[src/rtl/thin_pass_if.sv]
// Handshake and control bundle between the thinning pass scheduler and its
// host write port / padded RAM / kernel-mask datapath.
interface thin_pass_if #(
    parameter int N = 8
);
    localparam int bitSize = $clog2(N * N);

    logic               we;
    logic               load_wr;
    logic [bitSize-1:0] pix_addr;
    logic               win_valid;
    logic               win_ready;
    logic               res_valid;
    logic               res_del;
    logic               del_wr;
    logic [bitSize-1:0] del_addr;
    logic               sub_iter;
    logic [7:0]         iter_count;
    logic               busy;
    logic               done;

    // Scheduler side
    modport master (
        input  we, win_ready, res_valid, res_del,
        output load_wr, pix_addr, win_valid, del_wr, del_addr,
               sub_iter, iter_count, busy, done
    );

    // Host / datapath side
    modport slave (
        output we, win_ready, res_valid, res_del,
        input  load_wr, pix_addr, win_valid, del_wr, del_addr,
               sub_iter, iter_count, busy, done
    );
endinterface

[src/rtl/thin_pass_scheduler.sv]
// Sequencer for the iterative thinning datapath: load N*N pixels, then run
// passes of two sub-iterations (scan, drain results, commit deletions) until a
// pass deletes nothing or MAX_ITER passes have completed.
module thin_pass_scheduler #(
    parameter int N        = 8,
    parameter int MAX_ITER = 16
) (
    input  logic          clk,
    input  logic          rst,
    thin_pass_if.master   bus
);
    localparam int bitSize = $clog2(N * N);
    localparam int PIX     = N * N;

    // Counters carry one extra bit so the value N*N itself is representable.
    localparam logic [bitSize:0] PIX_CNT = (bitSize + 1)'(PIX);
    localparam logic [bitSize:0] LAST    = (bitSize + 1)'(PIX - 1);
    localparam logic [bitSize:0] ONE     = (bitSize + 1)'(1);
    localparam logic [7:0]       MAX_CNT = 8'(MAX_ITER);

    typedef enum logic [2:0] {
        IDLE, LOAD, SCAN, DRAIN, COMMIT, CHECK, DONE
    } state_t;

    state_t             state_reg, state_next;
    logic [bitSize:0]   load_idx_reg, iss_idx_reg, res_idx_reg, cm_idx_reg;
    logic               sub_iter_reg;
    logic [7:0]         iter_reg;
    logic               changed_reg;
    logic [PIX-1:0]     bitmap_reg;

    logic start_load;
    logic res_accept;
    logic pass_last;

    // A write in IDLE or DONE begins a fresh image load at address 0.
    assign start_load = ((state_reg == IDLE) || (state_reg == DONE)) && bus.we;
    // Results are only meaningful while a scan is outstanding.
    assign res_accept = ((state_reg == SCAN) || (state_reg == DRAIN)) &&
                        bus.res_valid && (res_idx_reg < PIX_CNT);
    // The pass that is closing now is the final one.
    assign pass_last  = !changed_reg || ((iter_reg + 8'd1) == MAX_CNT);

    assign bus.sub_iter   = sub_iter_reg;
    assign bus.iter_count = iter_reg;

    // State register.
    always_ff @(posedge clk) begin
        if (rst) state_reg <= IDLE;
        else     state_reg <= state_next;
    end

    // Next-state decode and per-state output drive.
    always_comb begin
        state_next    = state_reg;
        bus.load_wr   = 1'b0;
        bus.pix_addr  = '0;
        bus.win_valid = 1'b0;
        bus.del_wr    = 1'b0;
        bus.del_addr  = '0;
        bus.busy      = 1'b0;
        bus.done      = 1'b0;
        case (state_reg)
            IDLE: begin
                if (bus.we) begin
                    bus.load_wr = 1'b1;
                    state_next  = LOAD;
                end
            end
            LOAD: begin
                bus.busy     = 1'b1;
                bus.load_wr  = bus.we;
                bus.pix_addr = load_idx_reg[bitSize-1:0];
                if (bus.we && (load_idx_reg == LAST)) state_next = SCAN;
            end
            SCAN: begin
                bus.busy      = 1'b1;
                bus.win_valid = 1'b1;
                bus.pix_addr  = iss_idx_reg[bitSize-1:0];
                if (bus.win_ready && (iss_idx_reg == LAST)) state_next = DRAIN;
            end
            DRAIN: begin
                bus.busy = 1'b1;
                if (res_idx_reg == PIX_CNT) state_next = COMMIT;
            end
            COMMIT: begin
                bus.busy     = 1'b1;
                bus.del_wr   = bitmap_reg[cm_idx_reg[bitSize-1:0]];
                bus.del_addr = cm_idx_reg[bitSize-1:0];
                if (cm_idx_reg == LAST) state_next = CHECK;
            end
            CHECK: begin
                bus.busy = 1'b1;
                if (sub_iter_reg && pass_last) state_next = DONE;
                else                           state_next = SCAN;
            end
            DONE: begin
                bus.done = 1'b1;
                if (bus.we) begin
                    bus.load_wr = 1'b1;
                    state_next  = LOAD;
                end
            end
            default: state_next = IDLE;
        endcase
    end

    // Load, issue and commit counters plus sub-iteration / pass bookkeeping.
    always_ff @(posedge clk) begin
        if (rst) begin
            load_idx_reg <= '0;
            iss_idx_reg  <= '0;
            cm_idx_reg   <= '0;
            sub_iter_reg <= 1'b0;
            iter_reg     <= '0;
        end else begin
            if (start_load) begin
                load_idx_reg <= ONE;
                iss_idx_reg  <= '0;
                cm_idx_reg   <= '0;
                sub_iter_reg <= 1'b0;
                iter_reg     <= '0;
            end
            if ((state_reg == LOAD) && bus.we)        load_idx_reg <= load_idx_reg + ONE;
            if ((state_reg == SCAN) && bus.win_ready) iss_idx_reg  <= iss_idx_reg + ONE;
            if (state_reg == COMMIT)                  cm_idx_reg   <= cm_idx_reg + ONE;
            if (state_reg == CHECK) begin
                iss_idx_reg <= '0;
                cm_idx_reg  <= '0;
                if (!sub_iter_reg) begin
                    sub_iter_reg <= 1'b1;
                end else begin
                    iter_reg <= iter_reg + 8'd1;
                    if (!pass_last) sub_iter_reg <= 1'b0;
                end
            end
        end
    end

    // In-order result index and the "something was deleted this pass" flag.
    always_ff @(posedge clk) begin
        if (rst) begin
            res_idx_reg <= '0;
            changed_reg <= 1'b0;
        end else begin
            if (start_load) begin
                res_idx_reg <= '0;
                changed_reg <= 1'b0;
            end
            if (res_accept)                res_idx_reg <= res_idx_reg + ONE;
            if (res_accept && bus.res_del) changed_reg <= 1'b1;
            if (state_reg == CHECK) begin
                res_idx_reg <= '0;
                if (sub_iter_reg && !pass_last) changed_reg <= 1'b0;
            end
        end
    end

    // Deletion bitmap: one flop per pixel, set from results, cleared as COMMIT visits it.
    generate
        for (genvar gi = 0; gi < PIX; gi++) begin : g_bitmap
            always_ff @(posedge clk) begin
                if (rst) begin
                    bitmap_reg[gi] <= 1'b0;
                end else if (res_accept && (res_idx_reg[bitSize-1:0] == bitSize'(gi))) begin
                    bitmap_reg[gi] <= bus.res_del;
                end else if ((state_reg == COMMIT) && (cm_idx_reg[bitSize-1:0] == bitSize'(gi))) begin
                    bitmap_reg[gi] <= 1'b0;
                end
            end
        end
    endgenerate
endmodule
[src/flat_wrapper.sv]
// flat-port wrapper written by rule: the top's interface ports become plain ports
module thin_pass_scheduler_flat 
#(
    parameter int N        = 8,
    parameter int MAX_ITER = 16
)
  (clk, rst, bus_we, bus_win_ready, bus_res_valid, bus_res_del, bus_load_wr, bus_pix_addr, bus_win_valid, bus_del_wr, bus_del_addr, bus_sub_iter, bus_iter_count, bus_busy, bus_done);
  thin_pass_if #(.N(N)) bus_i ();
  input  logic clk;
  input  logic rst;
  input wire logic [$bits(bus_i.we)-1:0] bus_we;
  input wire logic [$bits(bus_i.win_ready)-1:0] bus_win_ready;
  input wire logic [$bits(bus_i.res_valid)-1:0] bus_res_valid;
  input wire logic [$bits(bus_i.res_del)-1:0] bus_res_del;
  output wire logic [$bits(bus_i.load_wr)-1:0] bus_load_wr;
  output wire logic [$bits(bus_i.pix_addr)-1:0] bus_pix_addr;
  output wire logic [$bits(bus_i.win_valid)-1:0] bus_win_valid;
  output wire logic [$bits(bus_i.del_wr)-1:0] bus_del_wr;
  output wire logic [$bits(bus_i.del_addr)-1:0] bus_del_addr;
  output wire logic [$bits(bus_i.sub_iter)-1:0] bus_sub_iter;
  output wire logic [$bits(bus_i.iter_count)-1:0] bus_iter_count;
  output wire logic [$bits(bus_i.busy)-1:0] bus_busy;
  output wire logic [$bits(bus_i.done)-1:0] bus_done;
  assign bus_i.we = bus_we;
  assign bus_i.win_ready = bus_win_ready;
  assign bus_i.res_valid = bus_res_valid;
  assign bus_i.res_del = bus_res_del;
  assign bus_load_wr = bus_i.load_wr;
  assign bus_pix_addr = bus_i.pix_addr;
  assign bus_win_valid = bus_i.win_valid;
  assign bus_del_wr = bus_i.del_wr;
  assign bus_del_addr = bus_i.del_addr;
  assign bus_sub_iter = bus_i.sub_iter;
  assign bus_iter_count = bus_i.iter_count;
  assign bus_busy = bus_i.busy;
  assign bus_done = bus_i.done;
  thin_pass_scheduler #(.N(N), .MAX_ITER(MAX_ITER)) u_core (.clk(clk), .rst(rst), .bus(bus_i));
endmodule
[config.mk]
export PLATFORM = sky130hd
export DESIGN_NAME = thin_pass_scheduler_flat
export DESIGN_NICKNAME = d
export VERILOG_FILES = /design/src/rtl/thin_pass_if.sv /design/src/rtl/thin_pass_scheduler.sv /design/src/flat_wrapper.sv
export SDC_FILE = /design/constraint.sdc
export NUM_CORES = 1
export LEC_CHECK = 0
export CAP_MARGIN = 20
export CORE_AREA = 3 3 114 116
export DETAILED_ROUTE_END_ITERATION = 6
export DIE_AREA = 0 0 117 119
export PLACE_DENSITY = 0.7
export SYNTH_ARGS = -nofsm -noshare
export SYNTH_HDL_FRONTEND = slang
export SYNTH_SLANG_ARGS = --single-unit
export TNS_END_PERCENT = 50
[constraint.sdc]
create_clock -name clk -period 2.3 [get_ports clk]
set_clock_uncertainty 0.15 [all_clocks]
set_input_delay 0.46 -clock clk [delete_from_list [all_inputs] [get_ports clk]]
set_output_delay 0.46 -clock clk [all_outputs]
set_load 0.03 [all_outputs]
* After elaboration in Yosys (flattened, before gate mapping)
Index checks and enable logic that the tools add are counted.
Word-level totals: flip-flop bits (word level) 105, bits in latches 0, bits in writable memories 0, bits in read-only memories 0, bits of input ports 6, output and inout bits 26, logic and storage cells 601, memories 0
Cells by class: $add $sub $neg 5, multipliers 0, div/mod/pow operators 0, magnitude comparators 2, equality and inequality tests 142, shifts and indexed selects 0, multiplexer cells 162, bitwise operators 0, reductions and logical operators 218
Operator list (count):
- $eq 6x6->1 const B | 64
- $eq 6x5->1 const B | 32
- $mux 1 | 142
- $logic_and 1x1->1 | 138
- $reduce_bool 2->1 | 68
- $eq 6x4->1 const B | 16
- $eq 6x3->1 const B | 8
- $mux 7 | 6
- $add 7x1->7 const B | 4
- $eq 6x2->1 const B | 4
- $mux 8 | 3
- $eq 7x6->1 const B | 3
- $mux 3 | 6
- $pmux 3 s6 | 1
- $eq 6x1->1 const B | 2
- $logic_not 6->1 | 2
- $pmux 6 s2 | 1
- $eq 3x3->1 const B | 3
- $add 8x1->8 const B | 1
- $eq 8x5->1 const B | 1
- $eq 7x7->1 const B | 1
- $lt 6x7->1 const B | 1
- $lt 7x7->1 const B | 1
- $bmux 1 s6 | 1
- other kinds (12) | 20

* Logic depth before layout (Yosys ltp)
Gate-level depths: netlist of the first run.
depth in word-level cells 8, gate-level depth with buffers 9, mapped depth without buffers 7

* Worst setup path before layout of the first run
OpenSTA, ideal clock, no wires.
path type flip-flop to output port, from register u_core.state_reg[0], to output bus_del_wr, arrival 1.968 ns, slack -0.278 ns, cell stages (with the launch flop) 9, path buffers 3, path through dfxtp_1 -> buf_6 -> or3b_1 -> buf_6 -> or3_1 -> buf_6 -> nor4b_2 -> a31oi_1 -> nand4_1
On the way: word-level cells in the longest chain between the ends 2
RTL lines:
- from (decl) | line thin_pass_scheduler.sv:25 | state_t state_reg, state_next;
- from (signal assigned) | line thin_pass_scheduler.sv:50 | else state_reg <= state_next;
- $eq 3x3->1 | line thin_pass_scheduler.sv:63 | case (state_reg)
- $mux 1 | line thin_pass_scheduler.sv:63
- to (decl) | line flat_wrapper.sv:18 | output wire logic [$bits(bus_i.del_wr)-1:0] bus_del_wr;
Every way passes these cells.

* Worst setup path in the final report of the first run
from register u_core.state_reg[2], to output bus_del_wr
The elaborated chain is that of the path after synthesis.

==> results.yml, run 1 <==
run_status:
  run_status: "finished with violations"
  violations: "negative setup slack"
sta:
  slew_viol_final: 0
  timing.fmax_mhz: 374
  tightest_slew_ps: 671
  fin_ws_ps: -373
  finalSetupViolations: 8
  relSlewSlack_pct: 55.2
  hold_viol_final: 0
  fin_crit_sh_pct: 116
  rsz0062_at_grt: "yes"
  fin_crit_ps: 2670
cts:
  clock_latency_ps: 360
  cts.sinks: 105
  clk_pin_slew_ps: 60
  clockBufferDepth: 2
  numCtsBuffers: 9
  cts_root_buffer: "clkbuf_16"
  htreeDepth: 3
  cts_tree: "built"
synthesis:
  syn_inst: 734
  synth_top_area_share_pct: 35.0
  synthAdderAreaFrac_pct: 2.50
  synth_top_family_by_area: "compound AO/OA/AOI/OAI gates"
  yosys-top-cells-area: "dfxtp_1, a21oi_1, o221ai_1"
  syn_nets: 752
  synth_edf_count: 0
  synth_mux_area_share_pct: 5.68
  synth_compound_area_share_pct: 25.7
  synth.most_common_cell: "dfxtp_1"
  netlist_top_cells_count: "dfxtp_1, a21oi_1, nand2_1"
  synth_seq_area_share_pct: 35.0
  yosysWarnings: 0
  ys_seq_elements: 105
  async_flop_share_pct: 0
  synth.cell_area_sq_mm: 0.00601
  syn-mean-instance-area_sq_um: 8.19
  synth-xor-area-share_pct: 1.31
  synth-simple-area-share_pct: 24.5
  synth_ff_type: "dfxtp_1"
  yosysTopAreaCell: "dfxtp_1"
  synth_cell_types: 62
setup_path:
  critPathKind: "flop to output port"
  arrival_ps: 2060
  path_buf_inv: 1
  cpMaxStageDelayCell: "or3b_4"
  worstPathCellList: "or3b_4, or3_4, nor4b_2, a31oi_1, nand4_1, buf_6"
  slowest_delay_ps: 390
  end_kind: "output port"
  cp.required_ps: 1690
  critPathTopFamily: "simple AND/OR/NAND/NOR gates"
  critPathMaxFanout: 4
  crit_path_start_kind: "flop"
route:
  drc: 0
  dr.pass1.iters: 7
  vias_per_cell: 6.73
  wl_um: 19900
  num_vias: 6330
  drt_iter0_drc: 639
  wl_per_cell_um: 21.2
  drtAntennaViolNets: 0
global_route:
  grt_max_degree: 85
  grt_pass1_vias: 6224
  antenna_found_initial: 0
  grt_usage_pct: 28.9
  grt_pass1_wl_um: 31700
  gr-total-overflow: 0
place:
  portBuffers: 31
  gp_congestion: 0.958
  placed_cell_area_sq_mm: 0.00678
  pre_cts_slack_ps: -116
  dp_hpwl_um: 13300
  dpl.cell_count: 920
final_layout:
  design_area_sq_mm: 0.00722
  area_growth_pct: 20.1
  drive_above_1_share_pct: 19.0
  fin_nets: 806
  diodes: 0
  finalNonFillerCells: 940
  largest_reg_flops: 64
power_and_ir_drop:
  ir_worst_vdd_mv: 0.544
  power.density_mw_per_mm2: 670
  totalPowerFinal_mw: 4.83
  p_leak_nw: 2.44
die:
  die_area_sq_mm: 0.0139
  floorplan.initialDensity_pct: 50.0
  die_h_um: 119
  die_w_um: 117
  num_io_pins: 32
  row_count: 40
  core_area_sq_mm: 0.0120
worst_hold_path:
  hold_class: "flop to flop"
run:
  cap_violations: 0
cell usage in the layout (no fill, tap or decap), types with 7 or more instances in the layout:
master / n
a21oi_1: 82
a22o_1: 8
a22oi_1: 19
a31oi_1: 9
a32oi_1: 16
and2_1: 22
and3_1: 10
buf_12: 7
buf_4: 72
buf_6: 10
clkbuf_16: 9
clkdlybuf4s50_1: 13
dfxtp_1: 101
ha_1: 12
inv_1: 8
mux2_2: 15
nand2_1: 69
nand3_1: 56
nand4_1: 8
nor2_1: 64
nor2b_1: 8
o21ai_0: 12
o221ai_1: 46
worst paths after layout:
check	start	to	slack [ps]	cells after the start
max	u_core.state_reg[2]	bus_del_wr	-370	6
min	u_core.cm_idx_reg[6]	u_core.cm_idx_reg[6]	330	2
max reg2reg	u_core.res_idx_reg[0]	u_core.state_reg[0]	130	7
min reg2reg	u_core.cm_idx_reg[6]	u_core.cm_idx_reg[6]	330	2
worst reg2reg max path, stage by stage (launching register included):
cell     delay (ps)
dfxtp_1         310
inv_1           100
ha_1            180
or3b_4          450
o41ai_4         280
o21ai_1         140
or3_1           350
a21oi_1         140
power by group:
group / switching, mW / internal, mW / total, mW
logic: 0.820 / 0.559 / 1.38
clock network: 0.687 / 0.850 / 1.54
registers: 0.0509 / 1.87 / 1.92
per-layer routing:
metal	wire length (um)	part of all wire, %	track usage (%)	vias up
met5	0	0	0	-
met4	1000	5.0	14.5	0
met3	1710	8.6	7.72	100
met2	9530	48	47.2	352
met1	7700	39	34.4	3007
li1	-	-	-	2871
layout make-up:
cell class	count	area (sq um)
clock buffers	14	284
clock inverters	2	10.0
fillers	1071	4790
inverters	8	30.0
multi-input cells	558	3630
flip-flops and latches	105	2110
well taps	147	184
repair buffers	106	967
what timing repair did:
item | CTS | global route
pin swaps | 3 | 3
resized for setup | 15 | 22
endpoints found under the setup margin | 8 | 13
hold buffers | 0 | 0
buffers inserted | 1 | 3
kinds of logic after synthesis:
logic type,after synthesis
simple gates,286
xor+xnor,9
fa+ha+maj,12
mux,26
buf+inv,71
compound gates,225
flops,105
per-stage QoR:
stage	hold WS [ps]	util, %	setup TNS (ps)
6_report	333	60.1	-888
3_3_place_gp	314	56.4	-110
4_1_cts	330	59.3	-1130
5_1_grt	354	60.1	-1480
2_1_floorplan	294	-	-229
3_5_place_dp	321	56.4	-733
Power figures use the tool's default switching activity.
==> run 2: changes to the inputs <==
CORE_AREA = 3 3 127 129   (was 3 3 114 116)
DIE_AREA = 0 0 130 132   (was 0 0 117 119)
PLACE_DENSITY = default   (was 0.7)
==> run 2 against run 1 <==
The flow still finishes with violations (negative setup slack). Highest routed layer unchanged. Critical path type unchanged. Largest power group unchanged. Final area up 3.7%. Critical path depth unchanged. Combinational power up 12%.
==> results.yml, run 2 (synthesized netlist as in run 1, its figures left out) <==
sta:
  fin_crit_ps: 2690
  rsz0062_at_grt: "yes"
  fin_ws_ps: -393
  fin_hold_ws_ps: 327
  finalSetupViolations: 7
  slew_viol_final: 0
  timing.fmax_mhz: 371
  hold_viol_final: 0
  tns_ps: -772
  relSlewSlack_pct: 53.7
  fin_crit_sh_pct: 117
  tightest_slew_ps: 694
place:
  portBuffers: 31
  dp_hpwl_um: 13400
  gp_congestion: 0.970
  pre_cts_slack_ps: -117
setup_path:
  crit_path_start_kind: "flop"
  cp.required_ps: 1690
  r2r-start: "u_core.state_reg[1]"
  arrival_ps: 2080
  critPathKind: "flop to output port"
  startpoint: "u_core.state_reg[1]"
  end_kind: "output port"
  critPathMaxFanout: 3
final_layout:
  largest_reg_flops: 64
  drive_above_1_share_pct: 21.5
  fill_cells: 1427
  area_growth_pct: 24.6
  fin_nets: 823
  diodes: 0
  final_util_pct: 49.4
  final_common_cell: "dfxtp_1"
  final_cell_mix: "dfxtp_1, a21oi_1, buf_4"
die:
  num_io_pins: 32
  row_count: 45
  floorplan.initialDensity_pct: 39.7
  die_h_um: 132
  die_w_um: 130
  core_area_sq_mm: 0.0151
  die_area_sq_mm: 0.0172
cts:
  cts.sinks: 105
  cts_root_buffer: "clkbuf_16"
  cts_tree: "built"
  htreeDepth: 3
  clock_latency_ps: 360
  numCtsBuffers: 9
  clockBufferDepth: 2
  clk_pin_slew_ps: 70
run_status:
  violations: "negative setup slack"
  run_status: "finished with violations"
route:
  drc: 0
  wl_um: 19900
  dr.pass1.iters: 6
  wl_per_cell_um: 20.0
  drtAntennaViolNets: 0
  vias_per_cell: 6.27
  num_vias: 6262
  drt_iter0_drc: 682
power_and_ir_drop:
  totalPowerFinal_mw: 5.09
  power.density_mw_per_mm2: 680
  ir_worst_vdd_mv: 0.540
  p_leak_nw: 2.54
global_route:
  grt_pass1_wl_um: 31900
  use_met1_pct: 29.9
  grt_usage_pct: 23.1
  antenna_found_initial: 0
  grt_max_degree: 85
  gr-max-usage-layer: "met2"
  use_met3_pct: 5.55
  grt_pass1_vias: 6026
  use_met2_pct: 37.0
  gr-total-overflow: 0
worst_hold_path:
  hold_class: "flop to flop"
  min_from: "u_core.cm_idx_reg[6]"
run:
  cap_violations: 0
==> run 2: changes by cell type in the layout (fill, tap and decap cells not counted), sizes merged <==
cell	previous run	this run
clkinvlp	0	1
bufinv	0	1
clkbuf	14	13
dlygate4sd2	1	0
buf	92	109
==> run 2: power by group <==
group / internal (mW) / total (mW) / switching (mW)
registers: 1.87 / 1.91 / 0.0483
clock network: 0.905 / 1.62 / 0.720
logic: 0.692 / 1.55 / 0.856
==> run 2: per-stage QoR <==
step | std cells | cell area, sq um
floorplan | 734 | 6020
global route | 998 | 7490
detailed placement | 964 | 6890
CTS | 984 | 7280
finish | 998 | 7490
global placement | 964 | 6890
==> run 2: what timing repair did <==
item,in CTS,in global routing
gates resized for setup,18,35
setup buffers,4,15
pin swaps,6,10
setup endpoints to repair,11,19
hold buffers,0,0
==> run 2: area by class of cell <==
cell class / count / area (sq um) / area share (%)
clock buffers: 12 / 256 / 3.43
repair buffers: 123 / 1130 / 15.1
well taps: 188 / 235 / 3.14
inverters: 8 / 30.0 / 0.401
multi-input cells: 558 / 3670 / 49.0
clock inverters: 4 / 51.3 / 0.685
flip-flops and latches: 105 / 2110 / 28.2
==> run 2: path summary, 6_finish.rpt <==
| path | to | slack (ps) | cells past startpoint |
|---|---|---|---|
| min | u_core.cm_idx_reg[6] | 330 | 2 |
| max | bus_del_wr | -390 | 6 |
| max reg2reg | u_core.load_idx_reg[5] | 140 | 8 |
| min reg2reg | u_core.cm_idx_reg[6] | 330 | 2 |
==> run 2: layer usage <==
metal  vias up  share of wire, %
li1       2903                 -
met5         -                 0
met2       290                48
met4         0               2.9
met3        58               7.0
met1      3011                42
==> run 2: worst max-delay path, cell delays in order, from the launching register on <==
cell	delay (ps)
dfxtp_2	330
or3b_4	410
or3_4	380
nor4b_2	240
a31oi_1	70
nand4_1	140
buf_6	150
